--- config.mk ---
export PLATFORM = sky130hd
export DESIGN_NAME = imm_encoder
export DESIGN_NICKNAME = d
export VERILOG_FILES = /design/src/rtl/imm_encoder.sv
export SDC_FILE = /design/constraint.sdc
export NUM_CORES = 1
export LEC_CHECK = 0
export CORE_MARGIN = 1
export CORE_UTILIZATION = 45
export CTS_BUF_LIST = sky130_fd_sc_hd__clkbuf_8
export DETAILED_ROUTE_END_ITERATION = 16
export MAX_ROUTING_LAYER = met4
export PLACE_DENSITY = 0.74
export SETUP_SLACK_MARGIN = 0.05
export SLEW_MARGIN = 15
export SYNTH_ARGS = -nofsm -noshare
export SYNTH_HDL_FRONTEND = slang
export SYNTH_SLANG_ARGS = --single-unit
--- constraint.sdc ---
create_clock -name clk -period 2.2 [get_ports clk]
set_input_delay 0.22 -clock clk [delete_from_list [all_inputs] [get_ports clk]]
set_output_delay 0.22 -clock clk [all_outputs]
set_load 0.005 [all_outputs]
--- src/rtl/imm_encoder.sv ---
// imm_encoder: two-stage pipelined encoder of 64-bit immediates into instruction fields,
// with a fit flag per format and a saturating count of non-fitting results.
module imm_encoder (
    input  logic        clk,
    input  logic        rst,
    input  logic        in_valid,
    output logic        in_ready,
    input  logic [63:0] in_imm64,
    input  logic [2:0]  in_ctrl,
    output logic        out_valid,
    input  logic        out_ready,
    output logic [25:0] out_imm26,
    output logic        out_fits,
    output logic [2:0]  out_ctrl,
    output logic [15:0] err_count
);
    logic        s1_valid;
    logic [63:0] s1_imm;
    logic [2:0]  s1_ctrl;
    logic [25:0] enc_imm;
    logic        enc_fits;
    logic        adv;
    logic        fit_i;
    logic        fit_d;
    logic        fit_b;
    logic        fit_cb;
    logic        fit_lw;
    assign adv      = !out_valid || out_ready;
    assign in_ready = adv;
    // signed formats fit when every bit from the field's sign bit upward matches
    assign fit_i  = ~|s1_imm[63:12];
    assign fit_d  = (&s1_imm[63:8])  | ~(|s1_imm[63:8]);
    assign fit_b  = (&s1_imm[63:25]) | ~(|s1_imm[63:25]);
    assign fit_cb = (&s1_imm[63:18]) | ~(|s1_imm[63:18]);
    assign fit_lw = (&s1_imm[63:15]) | ~(|s1_imm[63:15]);
    always_comb begin
        enc_imm  = s1_ctrl == 3'd0 ? {4'b0, s1_imm[11:0], 10'b0} :
                   s1_ctrl == 3'd1 ? {5'b0, s1_imm[8:0], 12'b0}  :
                   s1_ctrl == 3'd2 ? s1_imm[25:0]                :
                   s1_ctrl == 3'd3 ? {2'b0, s1_imm[18:0], 5'b0}  :
                   s1_ctrl == 3'd4 ? {5'b0, s1_imm[15:0], 5'b0}  : 26'd0;
        enc_fits = s1_ctrl == 3'd0 ? fit_i  :
                   s1_ctrl == 3'd1 ? fit_d  :
                   s1_ctrl == 3'd2 ? fit_b  :
                   s1_ctrl == 3'd3 ? fit_cb :
                   s1_ctrl == 3'd4 ? fit_lw : 1'b0;
    end
    always_ff @(posedge clk) begin
        if (rst) begin
            s1_valid  <= 1'b0;
            s1_imm    <= 64'd0;
            s1_ctrl   <= 3'd0;
            out_valid <= 1'b0;
            out_imm26 <= 26'd0;
            out_fits  <= 1'b0;
            out_ctrl  <= 3'd0;
            err_count <= 16'd0;
        end else begin
            if (adv) begin
                s1_valid  <= in_valid;
                s1_imm    <= in_imm64;
                s1_ctrl   <= in_ctrl;
                out_valid <= s1_valid;
                out_imm26 <= enc_imm;
                out_fits  <= enc_fits;
                out_ctrl  <= s1_ctrl;
            end
            if (out_valid && out_ready && !out_fits && err_count != 16'hFFFF)
                err_count <= err_count + 16'd1;
        end
    end
endmodule

# ---- Yosys cells after proc, flatten, opt, wreduce, memory -nomap -nowiden
# Cells that the tools add are included.
dict set report totals {
  ff_bits 115
  output_inout_bits 48
  elab_cells 49
}
dict set report op_classes {
  add_sub_neg 1
  n_eq_ne 5
  muxes 10
  bitwise 8
  reduce_logical 17
}
# operator count
set op_table {}
lappend op_table {{$mux W26} 3}
lappend op_table {{$reduce_and A56 Y1} 1}
lappend op_table {{$reduce_or A56 Y1} 1}
lappend op_table {{$reduce_or A52 Y1} 1}
lappend op_table {{$reduce_and A49 Y1} 1}
lappend op_table {{$reduce_or A49 Y1} 1}
lappend op_table {{$reduce_and A46 Y1} 1}
lappend op_table {{$reduce_or A46 Y1} 1}
lappend op_table {{$reduce_and A39 Y1} 1}
lappend op_table {{$reduce_or A39 Y1} 1}
lappend op_table {{$mux W24} 1}
lappend op_table {{$mux W21} 1}
lappend op_table {{$add A16 B1 Y16 const B} 1}
lappend op_table {{$ne A16 B16 Y1 const B} 1}
lappend op_table {{$eq A3 B2 Y1 const B} 2}
lappend op_table {{$mux W1} 5}
lappend op_table {{$not A1 Y1} 4}
lappend op_table {{$or A1 B1 Y1} 4}
lappend op_table {{$eq A3 B1 Y1 const B} 1}
lappend op_table {{$eq A3 B3 Y1 const B} 1}
lappend op_table {{$logic_and A1 B1 Y1} 3}
lappend op_table {{$logic_not A1 Y1} 3}
lappend op_table {{$logic_not A3 Y1} 1}
lappend op_table {{$logic_or A1 B1 Y1} 1}

# ---- Longest topological paths before layout
# Gate-level depths: netlist of run 1.
dict set report logic_depth {
  word_depth 8
  depth_mapped 8
}

# ---- Least setup slack after synthesis of run 1
# OpenSTA, ideal clock, no wires.
dict set report synth_timing {
  path_type {register to register}
  start {register err_count[7]}
  end {register err_count[15]}
  setup_ns 0.070
  arrival_ns 1.720
  setup_slack_ns 0.410
  stages_incl_launch_ff 8
  path_buffers 1
  cell_sequence {dfxtp_1 and3_4 and4_4 buf_6 a41oi_4 nand3_4 or3_1 a21oi_1}
}
dict set report synth_between {
  elab_chain_len 2
  elab_cells_between_ends 3
}
# element line
set synth_lines {}
lappend synth_lines {{start, declared} 15} ;# output logic [15:0] err_count
lappend synth_lines {{start signal, assigned} 69} ;# err_count <= err_count + 16'd1;
lappend synth_lines {{parallel branches: the longest is 2 deep, another holds $add A16 B1 Y16} n/a}
# Several ways; the timed one is not identified.
# A chain may end at the register's enable or synchronous reset.

# ---- Worst setup path after layout of run 1
dict set report layout_timing {
  start {register s1_imm[42]}
  end {register out_fits}
}
dict set report layout_between {
  elab_chain_len 8
  elab_cells_between_ends 23
}
# element line
set layout_lines {}
lappend layout_lines {{start, declared} 18} ;# logic [63:0] s1_imm;
lappend layout_lines {{start signal, assigned} 61} ;# s1_imm <= in_imm64;
lappend layout_lines {{$reduce_or A49 Y1} 35} ;# assign fit_lw = (&s1_imm[63:15]) | ~(|s1_imm[63:15]);
lappend layout_lines {{$not A1 Y1} 35}
lappend layout_lines {{$or A1 B1 Y1} 35}
lappend layout_lines {{$mux W1} 46} ;# s1_ctrl == 3'd4 ? fit_lw : 1'b0;
lappend layout_lines {{$mux W1} 45} ;# s1_ctrl == 3'd3 ? fit_cb :
lappend layout_lines {{$mux W1} 44} ;# s1_ctrl == 3'd2 ? fit_b :
lappend layout_lines {{$mux W1} 43} ;# s1_ctrl == 3'd1 ? fit_d :
lappend layout_lines {{$mux W1 *} 42} ;# enc_fits = s1_ctrl == 3'd0 ? fit_i :
lappend layout_lines {{end signal, assigned} 65} ;# out_fits <= enc_fits;
lappend layout_lines {{end, declared} 13} ;# output logic out_fits,
# Every way passes the cells marked *; elsewhere a longest branch is shown, timed or not.

==> impl_metrics.py, run 1 <==
metrics = {
    "global_routing": {
        "antenna_found_initial": 0,
        "grt_max_degree": 101,
        "grt_pass1_vias": 4639,
        "use_met3_pct": 6.02,
        "grt_use_met2_pct": 40.8,
        "met1_usage_pct": 29.0,
        "grt_use_total_pct": 24.6,
        "top_usage_layer": "met2",
        "grt-ovfl-total": 0,
        "grt_pass1_wl_um": 21700,
    },
    "timing": {
        "period_share_pct": 90.4,
        "fin_ws_ns": 0.212,
        "period_minus_slack_ns": 1.99,
        "clock_skew_ns": 0.00740,
        "slew_viol_final": 0,
        "fmax_mhz": 503,
        "setup_viol": 0,
        "rsz0062_at_grt": "false",
        "tightest_slew_ns": 0.514,
        "slew_headroom_pct": 65.7,
        "finalSetupTns_ns": 0,
        "finalHoldViolations": 0,
    },
    "die": {
        "dieArea_um2": 11400,
        "fp.dieH_um": 107,
        "coreArea_um2": 10500,
        "rows": 37,
        "start_util_pct": 47.1,
        "fp.dieW_um": 107,
        "ioPinCount": 119,
    },
    "setup_path": {
        "critical_path.top_delay_family": "simple AND/OR/NAND/NOR gates",
        "worst-path-max-fanout": 3,
        "cp.depth": 7,
        "path_common_cell": "nand4_1",
        "cp_slowest_cell": "or3_4",
        "critPathLaunchType": "flop",
        "max_stage_delay_ns": 0.41,
        "end_kind": "flop",
        "reg2reg_depth": 7,
        "worstPathRequired_ns": 2.54,
        "crit_arrival_ns": 2.32,
        "crit_chain": "nand4_1 > nor4_4 > nand4_1 > or3_4 > a21boi_2 > o221ai_1 > a211oi_2",
        "critical_path_class": "reg -> reg",
        "path_buf_inv": 0,
    },
    "clock_tree": {
        "cts_tree": "built",
        "cts.clk_slew.worst_paths_ns": 0.07,
        "post_cts_buffers": 0,
        "cts_buffer_depth": 2,
        "insertion_delay_ns": 0.41,
        "numCtsBuffers": 17,
        "cts.sinks": 115,
        "htreeDepth": 4,
        "cts_root_buf": "clkbuf_8",
    },
    "layout": {
        "design_area_um2": 6710,
        "final_core_util_pct": 64.2,
        "synthToLayoutAreaGrowth_pct": 36.2,
        "fin_nets": 801,
        "layout-drive-gt1-share_pct": 9.32,
        "antenna_cells": 0,
    },
    "power_and_ir_drop": {
        "ir_drop_uv": 421,
        "p_per_area_nw_per_um2": 733,
        "p_total_w": 0.00492,
        "leakage_nw": 2.56,
    },
    "detailed_routing": {
        "route.detailed.drc": 0,
        "drtPass1Iterations": 5,
        "wl_per_cell_um": 15.0,
        "dr.first_iter.drc_count": 383,
        "drt-total-wl_um": 13100,
        "vias_per_cell": 5.41,
        "num_vias": 4742,
        "ant_nets": 0,
    },
    "synthesis": {
        "ys.flop_type": "dfxtp_1",
        "synthesis.nets": 692,
        "synth.area.mux_share_pct": 4.06,
        "ys_seq_elements": 115,
        "ys_types": 44,
        "synth_top_family_by_area": "simple AND/OR/NAND/NOR gates",
        "synthSimpleGateAreaFrac_pct": 27.1,
        "synth_edf_count": 0,
        "synthXorXnorAreaFrac_pct": 2.13,
        "netlist_instances": 620,
        "synth_area_um2": 4930,
        "yosysWarnings": 0,
        "synth_compound_area_share_pct": 15.9,
        "synth_fa_ha_area_share_pct": 0.254,
        "async_flop_share_pct": 0,
        "synth_sequential_area_ratio_pct": 46.7,
        "syn-mean-instance-area_um2": 7.95,
    },
    "hold_path": {
        "min_path_type": "in -> reg",
        "min_path_cells": 2,
    },
    "run_status": {
        "status": "finished, final reports clean",
    },
    "place": {
        "placed_area_um2": 6250,
        "dp_hpwl_um": 9310,
        "place_congestion": 0.893,
        "port_buffers": 118,
        "dp_slack_ns": 0.147,
    },
    "run": {
        "cap_violations": 0,
    },
}
==> flip-flops by register name (all words and copies together), names as in the netlist <==
| register | cells |
|---|---|
| err_count | 16 |
| out_ctrl | 3 |
| out_fits | 1 |
| out_imm26 | 26 |
| out_valid | 1 |
| s1_ctrl | 3 |
| s1_imm | 64 |
| s1_valid | 1 |
==> kinds of logic (layout without fill, tap and decap cells) <==
family	after synthesis	after routing
simple gates	296	296
compound gates	132	132
flops	115	115
buf+inv	49	169
mux	15	15
xor+xnor	12	12
fa+ha+maj	1	1
==> layer usage <==
metal	routed length, um	vias to the layer above	part of all wire (%)
li1	-	2364	-
met1	5710	2198	43
met2	6480	161	49
met3	731	19	5.6
met4	220	0	1.7
met5	0	-	0
==> worst reg2reg max path, cell delays in order (launching register included) <==
cell	delay (ns)
dfxtp_1	0.35
nand4_1	0.16
nor4_4	0.36
nand4_1	0.18
or3_4	0.41
a21boi_2	0.12
o221ai_1	0.12
a211oi_2	0.21
==> through the flow <==
step | std cells | hold WS, ns
2_1_floorplan | 620 | 0.360
3_3_place_gp | 846 | 0.444
3_5_place_dp | 846 | 0.447
4_1_cts | 876 | 0.241
5_1_grt | 876 | 0.267
6_report | 876 | 0.256
==> synthesized netlist by cell type (all sizes together) (7+ instances only) <==
cell type	n	area, um^2
nand2	166	623
a211oi	8	65.1
nand3	8	52.6
inv	7	26.3
a21oi	91	455
dfxtp	115	2300
o21ai	7	35.0
nor3	19	95.1
clkbuf	34	128
nor2	52	195
xor2	9	78.8
mux2i	11	110
nor4	14	119
buf	8	40.0
a22oi	7	52.6
nand4	17	106
==> placed cells by master, fill, tap and decap left out, types with 2 or more instances in the layout <==
cell type        synthesis  layout
a211oi_1                 7       7
a21oi_1                 91      91
a221oi_1                 4       4
a22oi_1                  7       7
a31oi_1                  4       4
and3_1                   4       4
buf_12                   0       2
buf_4                    0      13
bufinv_16                0       4
clkbuf_8                 0      18
clkdlybuf4s50_1          0     117
clkinv_2                 0       3
clkinvlp_4               0       2
dfxtp_1                115     112
dfxtp_2                  0       3
inv_1                    6       8
mux2i_1                 11      11
mux4_2                   4       4
nand2_1                166     166
nand3_1                  7       6
nand4_1                 17      17
nor2_1                  52      52
nor3_1                  19      19
nor4_1                   9       8
nor4_2                   5       3
nor4_4                   0       3
o211ai_1                 3       3
o21ai_0                  7       7
o221a_2                  2       2
or3_1                    5       4
or4_1                    4       4
xnor2_1                  3       3
xor2_1                   9       9
==> power by group <==
group | internal [W] | leakage [nW] | switching [W]
logic | 0.000308 | 1.40 | 0.000258
clock network | 0.00124 | 0.213 | 0.000808
registers | 0.00219 | 0.949 | 0.000114
total | 0.00374 | 2.56 | 0.00118
==> final timing paths <==
path | startpoint | slack (ns) | endpoint
min reg2reg | s1_valid$_SDFFE_PP0P_ | 0.46 | s1_valid$_SDFFE_PP0P_
max | s1_imm[42]$_SDFFE_PP0P_ | 0.21 | out_fits$_SDFFE_PP0P_
max reg2reg | s1_imm[42]$_SDFFE_PP0P_ | 0.21 | out_fits$_SDFFE_PP0P_
min | rst | 0.26 | out_imm26[2]$_SDFFE_PP0P_
==> timing repair <==
action	in CTS	in global routing
hold buffers	0	0
endpoints found under the setup margin	0	1
gates resized for setup	0	11
==> final cells by class <==
class | instances | area, um^2
clock buffers | 18 | 248
clock inverters | 12 | 166
fillers | 930 | 3750
inverters | 7 | 26.3
multi-input cells | 456 | 2490
flip-flops and latches | 115 | 2310
well taps | 136 | 170
repair buffers | 132 | 1310
(Power assumes the default switching activity.)
==> run 2, diff against run 1 <==
Settings changed: REMOVE_ABC_BUFFERS set to 1.
==> impl_metrics.py, run 2 (synthesis gave the netlist of run 1 again) <==
metrics = {
    "clock_tree": {
        "post_cts_buffers": 0,
        "numCtsBuffers": 17,
        "cts.sinks": 115,
        "cts_root_buf": "clkbuf_8",
        "htreeDepth": 4,
        "cts_tree": "built",
        "cts_buffer_depth": 2,
        "insertion_delay_ns": 0.42,
        "cts.clk_slew.worst_paths_ns": 0.07,
        "cts-resized-gates": 0,
        "postCtsHoldBufs": 0,
    },
    "power_and_ir_drop": {
        "seqPwrFrac_pct": 49.0,
        "pwr-share-comb_pct": 12.0,
        "p_per_area_nw_per_um2": 705,
        "p_total_w": 0.00469,
        "swShare_pct": 26.6,
        "internal_power_w": 0.00344,
        "ir_drop_uv": 392,
        "switching_power_w": 0.00125,
        "leakage_nw": 2.51,
        "clkPwrFrac_pct": 39.0,
    },
    "detailed_routing": {
        "wl_per_cell_um": 14.6,
        "drt-total-wl_um": 12800,
        "route.detailed.drc": 0,
        "ant_nets": 0,
        "vias_per_cell": 5.34,
        "num_vias": 4698,
        "dr.first_iter.drc_count": 206,
        "drtPass1Iterations": 5,
    },
    "global_routing": {
        "grt_max_degree": 77,
        "top_usage_layer": "met2",
        "antenna_found_initial": 0,
        "grt_use_total_pct": 23.5,
        "grt_use_met2_pct": 38.7,
        "use_met3_pct": 5.05,
        "grt_pass1_wl_um": 20700,
        "met1_usage_pct": 29.0,
        "grt_pass1_vias": 4340,
        "grt-ovfl-total": 0,
    },
    "setup_path": {
        "end_kind": "flop",
        "crit_chain": "nand4_1 > nor4_2 > nand4_1 > or3_1 > a21boi_1 > o221ai_1 > a211oi_2",
        "critical_path.top_delay_family": "simple AND/OR/NAND/NOR gates",
        "path_common_cell": "nand4_1",
        "max_stage_delay_ns": 0.40,
        "worstPathRequired_ns": 2.54,
        "critical_path_class": "reg -> reg",
        "crit_arrival_ns": 2.35,
        "cp_slowest_cell": "or3_1",
        "cp-startpoint": "s1_imm[39]$_SDFFE_PP0P_",
        "r2r-start": "s1_imm[39]$_SDFFE_PP0P_",
        "path_buf_inv": 0,
        "worst-path-max-fanout": 3,
        "critPathLaunchType": "flop",
    },
    "place": {
        "dp_hpwl_um": 8980,
        "dp_slack_ns": 0.143,
        "dp_cells": 847,
        "port_buffers": 118,
        "place_congestion": 0.840,
    },
    "layout": {
        "layout_commonest_cell": "nand2_1",
        "largest_register_ffs": 64,
        "top_regs": "s1_imm (64), out_imm26 (26), err_count (16)",
        "stdcell_count": 879,
        "layout-drive-gt1-share_pct": 9.15,
        "antenna_cells": 0,
        "synthToLayoutAreaGrowth_pct": 34.9,
        "mostFrequentLayoutCells": "166 x nand2_1, 117 x clkdlybuf4s50_1, 114 x dfxtp_1, 91 x a21oi_1, 52 x nor2_1",
        "largest-register": "s1_imm",
        "fillers": 947,
        "fin_nets": 802,
        "final_core_util_pct": 63.5,
    },
    "timing": {
        "fmax_mhz": 499,
        "period_minus_slack_ns": 2.01,
        "holdWs_ns": 0.223,
        "finalHoldViolations": 0,
        "clock_skew_ns": 0.0109,
        "slew_headroom_pct": 71.1,
        "period_share_pct": 91.2,
        "slew_viol_final": 0,
        "tightest_slew_ns": 0.434,
        "rsz0062_at_grt": "false",
        "setup_viol": 0,
        "fin_ws_ns": 0.194,
    },
    "die": {
        "coreArea_um2": 10500,
        "dieArea_um2": 11400,
        "ioPinCount": 119,
        "rows": 37,
        "start_util_pct": 47.1,
        "fp.dieW_um": 107,
        "fp.dieH_um": 107,
    },
    "run": {
        "cap_violations": 0,
    },
    "run_status": {
        "status": "finished, final reports clean",
    },
    "hold_path": {
        "min_path_type": "in -> reg",
        "hp-start": "rst",
    },
}
[run 2: changes by cell type in the layout (fill, tap and decap cells not counted), moves of 2 or more]
cell	previous run	this run
bufinv_16	4	1
clkinvlp_4	2	6
dfxtp_1	112	114
dfxtp_2	3	1
[run 2: final timing paths]
kind | cells past startpoint | slack [ns] | end
worst max-delay path | 7 | 0.19 | out_fits$_SDFFE_PP0P_
worst min-delay path | 2 | 0.22 | out_valid$_SDFFE_PP0P_
worst max register to register | 7 | 0.19 | out_fits$_SDFFE_PP0P_
worst min register to register | 2 | 0.45 | s1_valid$_SDFFE_PP0P_
[run 2: metrics by stage]
step | setup TNS [ns] | cell area [um^2]
2_1_floorplan | -348.28 | 4760
3_3_place_gp | 0 | 6260
3_5_place_dp | 0 | 6260
4_1_cts | 0 | 6630
5_1_grt | 0 | 6650
6_report | 0 | 6650
[run 2: power groups by stage]
stage / sequential (W) / combinational, W / clock [W]
final: 0.00230 / 0.000561 / 0.00183
after global routing: 0.00231 / 0.000617 / 0.00196
after CTS: 0.00230 / 0.000560 / 0.00187
after detailed placement: 0.00235 / 0.000557 / 0
after global placement: 0.00234 / 0.000547 / 0
after floorplan: 0.00232 / 0.000246 / 0
[run 2: cell type report]
cell class	instances	area [um^2]	area share, %
clock buffer	19	262	3.93
clock inverter	13	111	1.67
inverter	7	26.3	0.395
multi-input combinational	456	2460	37.0
sequential	115	2300	34.6
tap	136	170	2.56
timing repair buffer	133	1320	19.8
[run 2: metal layers]
metal	vias to the layer above	wire, um
li1	2370	-
met1	2187	5830
met2	127	6350
met3	14	518
met4	0	144
met5	-	0
